--- src/rtl/shift_pkg.sv ---
// Shared definitions for the pipelined barrel shifter: op encodings and widths.
package shift_pkg;

  localparam int OPW = 3;

  typedef logic [OPW-1:0] op_t;

  localparam op_t OP_ROL = 3'b000;
  localparam op_t OP_SLL = 3'b001;
  localparam op_t OP_ROR = 3'b010;
  localparam op_t OP_SRL = 3'b011;
  localparam op_t OP_SRA = 3'b100;

endpackage

--- src/rtl/shift_stage.sv ---
// One combinational shifter step: shift/rotate by a fixed DIST when enabled.
// Reserved ops and a cleared enable both pass the data through untouched.
module shift_stage
  import shift_pkg::*;
#(
  parameter int WIDTH = 16,
  parameter int DIST  = 1
) (
  input  logic [WIDTH-1:0] d,
  input  op_t              op,
  input  logic             en,
  output logic [WIDTH-1:0] q
);

  // Select the shifted/rotated form of d for this stage's fixed distance.
  always_comb begin
    q = d;
    if (en) begin
      case (op)
        OP_ROL:  q = {d[WIDTH-DIST-1:0], d[WIDTH-1:WIDTH-DIST]};
        OP_SLL:  q = d << DIST;
        OP_ROR:  q = {d[DIST-1:0], d[WIDTH-1:DIST]};
        OP_SRL:  q = d >> DIST;
        OP_SRA:  q = $signed(d) >>> DIST;
        default: q = d;
      endcase
    end
  end

endmodule

--- src/rtl/shift_pipe.sv ---
// Elastic barrel shifter: one registered stage per shift-count bit, each
// stage k applying a 2^k step. Backpressure propagates combinationally from
// out_ready through the chain, so bubbles compact while the output stalls.
module shift_pipe
  import shift_pkg::*;
#(
  parameter  int WIDTH = 16,
  localparam int SHW   = $clog2(WIDTH)
) (
  input  logic             clk,
  input  logic             rst,
  input  logic [WIDTH-1:0] In,
  input  logic [SHW-1:0]   Cnt,
  input  op_t              Op,
  input  logic             in_valid,
  output logic             in_ready,
  output logic [WIDTH-1:0] Out,
  output logic             out_valid,
  input  logic             out_ready
);

  logic [SHW-1:0]            vld_pipe;
  logic [SHW-1:0]            adv;
  logic [SHW-1:0][WIDTH-1:0] data_q;
  logic [SHW-1:0][WIDTH-1:0] nxt;
  logic [SHW-1:0][OPW-1:0]   op_q;
  logic [SHW-1:0][SHW-1:0]   cnt_q;
  logic                      tail_full;

  // Stage k may load unless it and every stage after it are occupied while
  // the consumer stalls; written as a running AND to avoid a bit-level loop.
  always_comb begin
    tail_full = 1'b1;
    adv       = '0;
    for (int k = SHW - 1; k >= 0; k--) begin
      tail_full = tail_full & vld_pipe[k];
      adv[k]    = out_ready | ~tail_full;
    end
  end

  // Per-stage datapath: stage 0 works on the incoming operand, later stages
  // on their predecessor's register using the carried count bit.
  for (genvar g = 0; g < SHW; g++) begin : g_stg
    if (g == 0) begin : g_first
      shift_stage #(.WIDTH(WIDTH), .DIST(1)) u_stg (
        .d  (In),
        .op (Op),
        .en (Cnt[0]),
        .q  (nxt[0])
      );
    end else begin : g_rest
      shift_stage #(.WIDTH(WIDTH), .DIST(1 << g)) u_stg (
        .d  (data_q[g-1]),
        .op (op_q[g-1]),
        .en (cnt_q[g-1][g]),
        .q  (nxt[g])
      );
    end
  end

  // Pipeline registers: payload moves only alongside a valid bit, so held
  // stages (and Out) stay stable while downstream stalls.
  always_ff @(posedge clk) begin
    if (rst) begin
      vld_pipe <= '0;
      data_q   <= '0;
      op_q     <= '0;
      cnt_q    <= '0;
    end else begin
      if (adv[0]) begin
        vld_pipe[0] <= in_valid;
        if (in_valid) begin
          data_q[0] <= nxt[0];
          op_q[0]   <= Op;
          cnt_q[0]  <= Cnt;
        end
      end
      for (int k = 1; k < SHW; k++) begin
        if (adv[k]) begin
          vld_pipe[k] <= vld_pipe[k-1];
          if (vld_pipe[k-1]) begin
            data_q[k] <= nxt[k];
            op_q[k]   <= op_q[k-1];
            cnt_q[k]  <= cnt_q[k-1];
          end
        end
      end
    end
  end

  assign in_ready  = adv[0];
  assign Out       = data_q[SHW-1];
  assign out_valid = vld_pipe[SHW-1];

  // Op/count of the last stage and already-consumed count bits are kept for
  // observability but drive no logic.
  logic unused_ok;
  assign unused_ok = ^{op_q[SHW-1], cnt_q};

endmodule

--- config.mk ---
export PLATFORM = sky130hd
export DESIGN_NAME = shift_pipe
export DESIGN_NICKNAME = d
export VERILOG_FILES = /design/src/rtl/shift_pkg.sv /design/src/rtl/shift_stage.sv /design/src/rtl/shift_pipe.sv
export SDC_FILE = /design/constraint.sdc
export NUM_CORES = 1
export LEC_CHECK = 0
export ABC_CLOCK_PERIOD_IN_PS = 2600
export CAP_MARGIN = 15
export CORE_MARGIN = 2
export CORE_UTILIZATION = 57
export CTS_CLUSTER_SIZE = 40
export DETAILED_ROUTE_END_ITERATION = 8
export PLACE_DENSITY_LB_ADDON = 0.12
export SYNTH_ARGS = -nofsm -noshare
export SYNTH_HDL_FRONTEND = slang
export SYNTH_HIERARCHICAL = 1
export SYNTH_SLANG_ARGS = --single-unit
--- constraint.sdc ---
create_clock -name clk -period 2.6 [get_ports clk]
set_input_delay 0.39 -clock clk [delete_from_list [all_inputs] [get_ports clk]]
set_output_delay 0.39 -clock clk [all_outputs]
set_load 0.1 [all_outputs]
# Word level (Yosys, flattened, before mapping)
# Index checks and enable logic that the tools add are counted.
# W data, S select, Z words.
classes:
  eq_ne: 16
  mux: 8
  n_reduce_logical: 9
  bitwise: 11
op_table:
  columns: ["op", "count"]
  rows:
  - ["$pmux W16 S5", 3]
  - ["$mux W16", 4]
  - ["$pmux W16 S4", 1]
  - ["$eq A3 B2 Y1 const B", 8]
  - ["$eq A3 B1 Y1 const B", 4]
  - ["$eq A3 B3 Y1 const B", 4]
  - ["$logic_not A3 Y1", 4]
  - ["$reduce_and A2 Y1", 4]
  - ["$not A1 Y1", 4]
  - ["$or A1 B1 Y1", 4]
  - ["$and A1 B1 Y1", 3]
  - ["$reduce_or A2 Y1", 1]
totals:
  wordCells: 58
  regBits: 89
  input_bits: 27
  output_inout_bits: 18

# Depth between registers and ports, before layout
depth:
  word_depth: 6
  depth_mapped: 7
  depth_no_buf: 6

# Modules after synthesis
# Netlist, hierarchy kept.
modules_own_cells:
  columns: ["module", "cells_per_inst", "area_per_inst_um2", "n_inst", "seq_area_each_um2"]
  rows:
  - ["shift_pipe", 440, 3799.9, 1, 1661.6]
  - ["shift_stage (g_stg[2].g_rest.u_stg)", 82, 469.2, 1, 0.0]
  - ["shift_stage (g_stg[0].g_first.u_stg)", 60, 416.6, 1, 0.0]
  - ["shift_stage (g_stg[1].g_rest.u_stg)", 70, 416.6, 1, 0.0]
  - ["shift_stage (g_stg[3].g_rest.u_stg)", 51, 319.1, 1, 0.0]

# Least setup slack after synthesis
# No wires, ideal clock.
synth_timing:
  path_kind: "flip-flop to output port"
  from: "register vld_pipe[3]"
  to: "output in_ready"
  t_arrival_ps: 2138
  setup_slack_ps: 72
  stages_incl_launch_ff: 5
  path_buffers: 2
  path_cell_list: "dfxtp_1 and4b_1 buf_6 buf_6 nand2_1"
synth_between:
  elab_chain_len: 5
synth_rtl:
  columns: ["element", "line_no", "text"]
  rows:
  - ["start, declared", "shift_pipe.sv:22", "logic [SHW-1:0] vld_pipe;"]
  - ["start signal, assigned by index", "shift_pipe.sv:80", "vld_pipe[k] <= vld_pipe[k-1];"]
  - ["$and A1 B1 Y1 (3 in series)", "shift_pipe.sv:36", "tail_full = tail_full & vld_pipe[k];"]
  - ["$not A1 Y1", "shift_pipe.sv:37", "adv[k] = out_ready | ~tail_full;"]
  - ["$or A1 B1 Y1", "shift_pipe.sv:37", null]
  - ["end, declared", "shift_pipe.sv:16", "output logic in_ready,"]
# Every way passes these cells.

# Worst setup path after layout
layout_timing:
  from: "input out_ready"
  to: "output in_ready"
layout_between:
  elab_chain_len: 1
layout_rtl:
  columns: ["element", "line_no", "text"]
  rows:
  - ["start, declared", "shift_pipe.sv:19", "input logic out_ready"]
  - ["$or A1 B1 Y1", "shift_pipe.sv:37", null]
# Every way passes these cells.

==> results.yml <==
logic_synthesis:
  yosysSeqAreaShare: 0.3065
  yosysUniqueCellTypes: 47
  synth_cells: 703
  synth_edf_count: 0
  ys_ff_latch: 83
  synth.avg_cell_area_um2: 7.712
  synth_ff_type: "dfxtp_1"
  async_flop_share: 0
  syn-num-nets: 730
  netlist_area_um2: 5421
  synth.yosys.warnings: 6
worst_setup_path:
  critPathMaxStageDelay_ns: 0.43
  crit_slowest_cell: "and4b_1"
  critPathKind: "in -> out"
  arrival_ns: 1.58
  cp-start-kind: "primary input"
  crit_required_ns: 2.21
  crit_chain: "clkdlybuf4s50_1 -> and4b_1 -> nand2_1 -> buf_12"
  worst-path-max-fanout: 7
  endpoint_kind: "output pin"
run_status:
  status: "complete, no violations"
sta:
  final.period_utilization: 0.7590
  worst_pin_slew_ns: 0.8899
  finalHoldViolations: 0
  timing.setup.tns_ns: 0
  max_slew_margin: 0.4055
  final.min_clock_period_ns: 1.973
  rsz0062_at_grt: "no"
  slew_viol_final: 0
  finClkSkew_ns: 0.01003
  max_freq_ghz: 0.5067
  setup_viol: 0
routing:
  drt_iter0_drc: 245
  viasPerCell: 6.199
  wirelength_um: 13770
  postRouteAntennaNets: 0
  firstDrtPassIters: 5
  dr_total_vias: 5120
  drc: 0
  routedWlPerCell_um: 16.67
power:
  peakVddDrop_v: 0.0002524
  netSwitchingFraction: 0.3090
  switchingPower_w: 0.0009152
  power_frac_clock: 0.327
  seqPwrFrac: 0.486
  p_per_area_nw_per_um2: 509.1
  combPwrFrac: 0.188
  p_int_w: 0.002047
  p_leak_nw: 1.954
grt:
  grt_overflow: 0
  antenna_found_initial: 0
  grt_pass1_wl_um: 22420
  grt_max_degree: 66
  grtUsageTotal: 0.2729
  grt_pass1_vias: 4443
floorplanning:
  ios: 45
  core_um2: 9240
  dieArea_um2: 10310
  num_rows: 35
  die_y_um: 101.5
  fp.dieW_um: 101.5
  initial_utilization: 0.5867
cts:
  cts_hold_buffers: 0
  cts_buffers: 9
  h-tree-depth: 3
  cts_setup_buffers: 0
  cts_resized: 0
  cts_buffer_depth: 2
  clock_sinks: 83
  path_clk_slew_ns: 0.09
  clk_latency_ns: 0.36
  cts_root_buf: "clkbuf_8"
  cts_tree: "yes"
placed_design:
  post-place-cells: 810
  io_buffers: 44
  dp_hpwl_um: 9577
  dpl_cell_area_um2: 5615
  gp_congestion: 0.8533
run:
  drv_cap: 0
final_layout:
  final_core_util: 0.6297
  fin_area_um2: 5818
  synthToLayoutAreaGrowth_pct: 7.316
  layoutNonFillerInstCount: 826
  drive_gt1_frac: 0.1033
  nets: 719
  mostFrequentLayoutCells: "nand2_1 (123), dfxtp_1 (83), a21oi_1 (62)"
  fill_cells: 853
  diodes: 0
  layout_commonest_cell: "nand2_1"
hold_path:
  hold_path.class: "reg -> reg"
[final cells by class]
class,count,area (µm²),area share
Clock buffer,11,141.4,0.02430
Clock inverter,5,61.31,0.01054
Inverter,16,60.06,0.01032
Multi-Input combinational cell,519,3162,0.5434
Sequential cell,83,1662,0.2856
Tap cell,129,161.4,0.02774
Timing Repair Buffer,63,570.5,0.09806
[per-layer routing]
metal / vias up / share of wire / GRT usage / wire, µm
met5: - / 0 / 0 / 0
met3: 19 / 0.050 / 0.05245 / 692
met1: 2431 / 0.44 / 0.3619 / 6091
met4: 0 / 0.020 / 0.08108 / 274
met2: 147 / 0.49 / 0.4509 / 6708
li1: 2523 / - / - / -
[stage by stage]
| step | total power [W] | setup slack, ns | hold slack (ns) |
|---|---|---|---|
| global placement | 0.001999 | 0.3845 | 0.4544 |
| finish | 0.002962 | 0.6266 | 0.4752 |
| floorplan | 0.001862 | 0.07156 | 0.4314 |
| global route | 0.003116 | 0.4708 | 0.5031 |
| CTS | 0.002981 | 0.6278 | 0.4778 |
| detailed placement | 0.002014 | 0.3295 | 0.4649 |
[synth_stat cells, types with 5 or more instances]
master	instances	area, µm²
nand2_1	123	461.7
dfxtp_1	83	1662
a21oi_1	62	310.3
mux2i_1	57	570.6
a31oi_1	52	325.3
o21ai_0	36	180.2
nand4_1	30	187.7
buf_2	27	135.1
nor2_1	27	101.4
buf_4	22	165.2
clkbuf_1	22	82.58
nor3b_1	22	165.2
o311ai_1	22	192.7
nand3_1	16	80.08
a22oi_1	15	112.6
inv_1	15	56.30
buf_6	8	90.09
a2bb2oi_1	7	61.31
nor2b_1	7	43.79
nand2b_1	6	37.54
o21ai_1	6	30.03
o21ai_2	5	43.79
[power groups by stage]
stage	combinational (W)	clock, W	sequential, W
detailed placement	0.000548	0	0.00147
finish	0.000555	0.000968	0.00144
global placement	0.000535	0	0.00146
CTS	0.000549	0.000995	0.00144
global route	0.000618	0.00105	0.00145
floorplan	0.000441	0	0.00142
[worst max-delay path, delay by kind of cell]
kind,cells,cell delay (ns)
buf+inv,2,0.61
simple gates,2,0.57
[kinds of logic after synthesis]
group | synth area share
AO/OA/AOI/OAI | 0.2580
buffers and inverters | 0.1103
flip-flops | 0.3065
multiplexers | 0.1052
AND/OR/NAND/NOR | 0.2199
[final timing paths]
check | slack (ns) | endpoint | startpoint | cells past startpoint
worst max register to register | 0.66 | data_q[41]$_SDFFE_PP0P_ | op_q[4]$_SDFFE_PP0P_ | 5
worst max-delay path | 0.63 | in_ready | out_ready | 4
worst min register to register | 0.48 | data_q[39]$_SDFFE_PP0P_ | data_q[39]$_SDFFE_PP0P_ | 2
worst min-delay path | 0.48 | data_q[39]$_SDFFE_PP0P_ | data_q[39]$_SDFFE_PP0P_ | 2
[sequential cells by signal, indices dropped and copies added, names as in the netlist]
| register | cells |
|---|---|
| op_q | 9 |
| Out | 16 |
| cnt_q | 6 |
| vld_pipe | 4 |
| data_q | 48 |
Note: power is estimated with default switching activity, not from simulation.
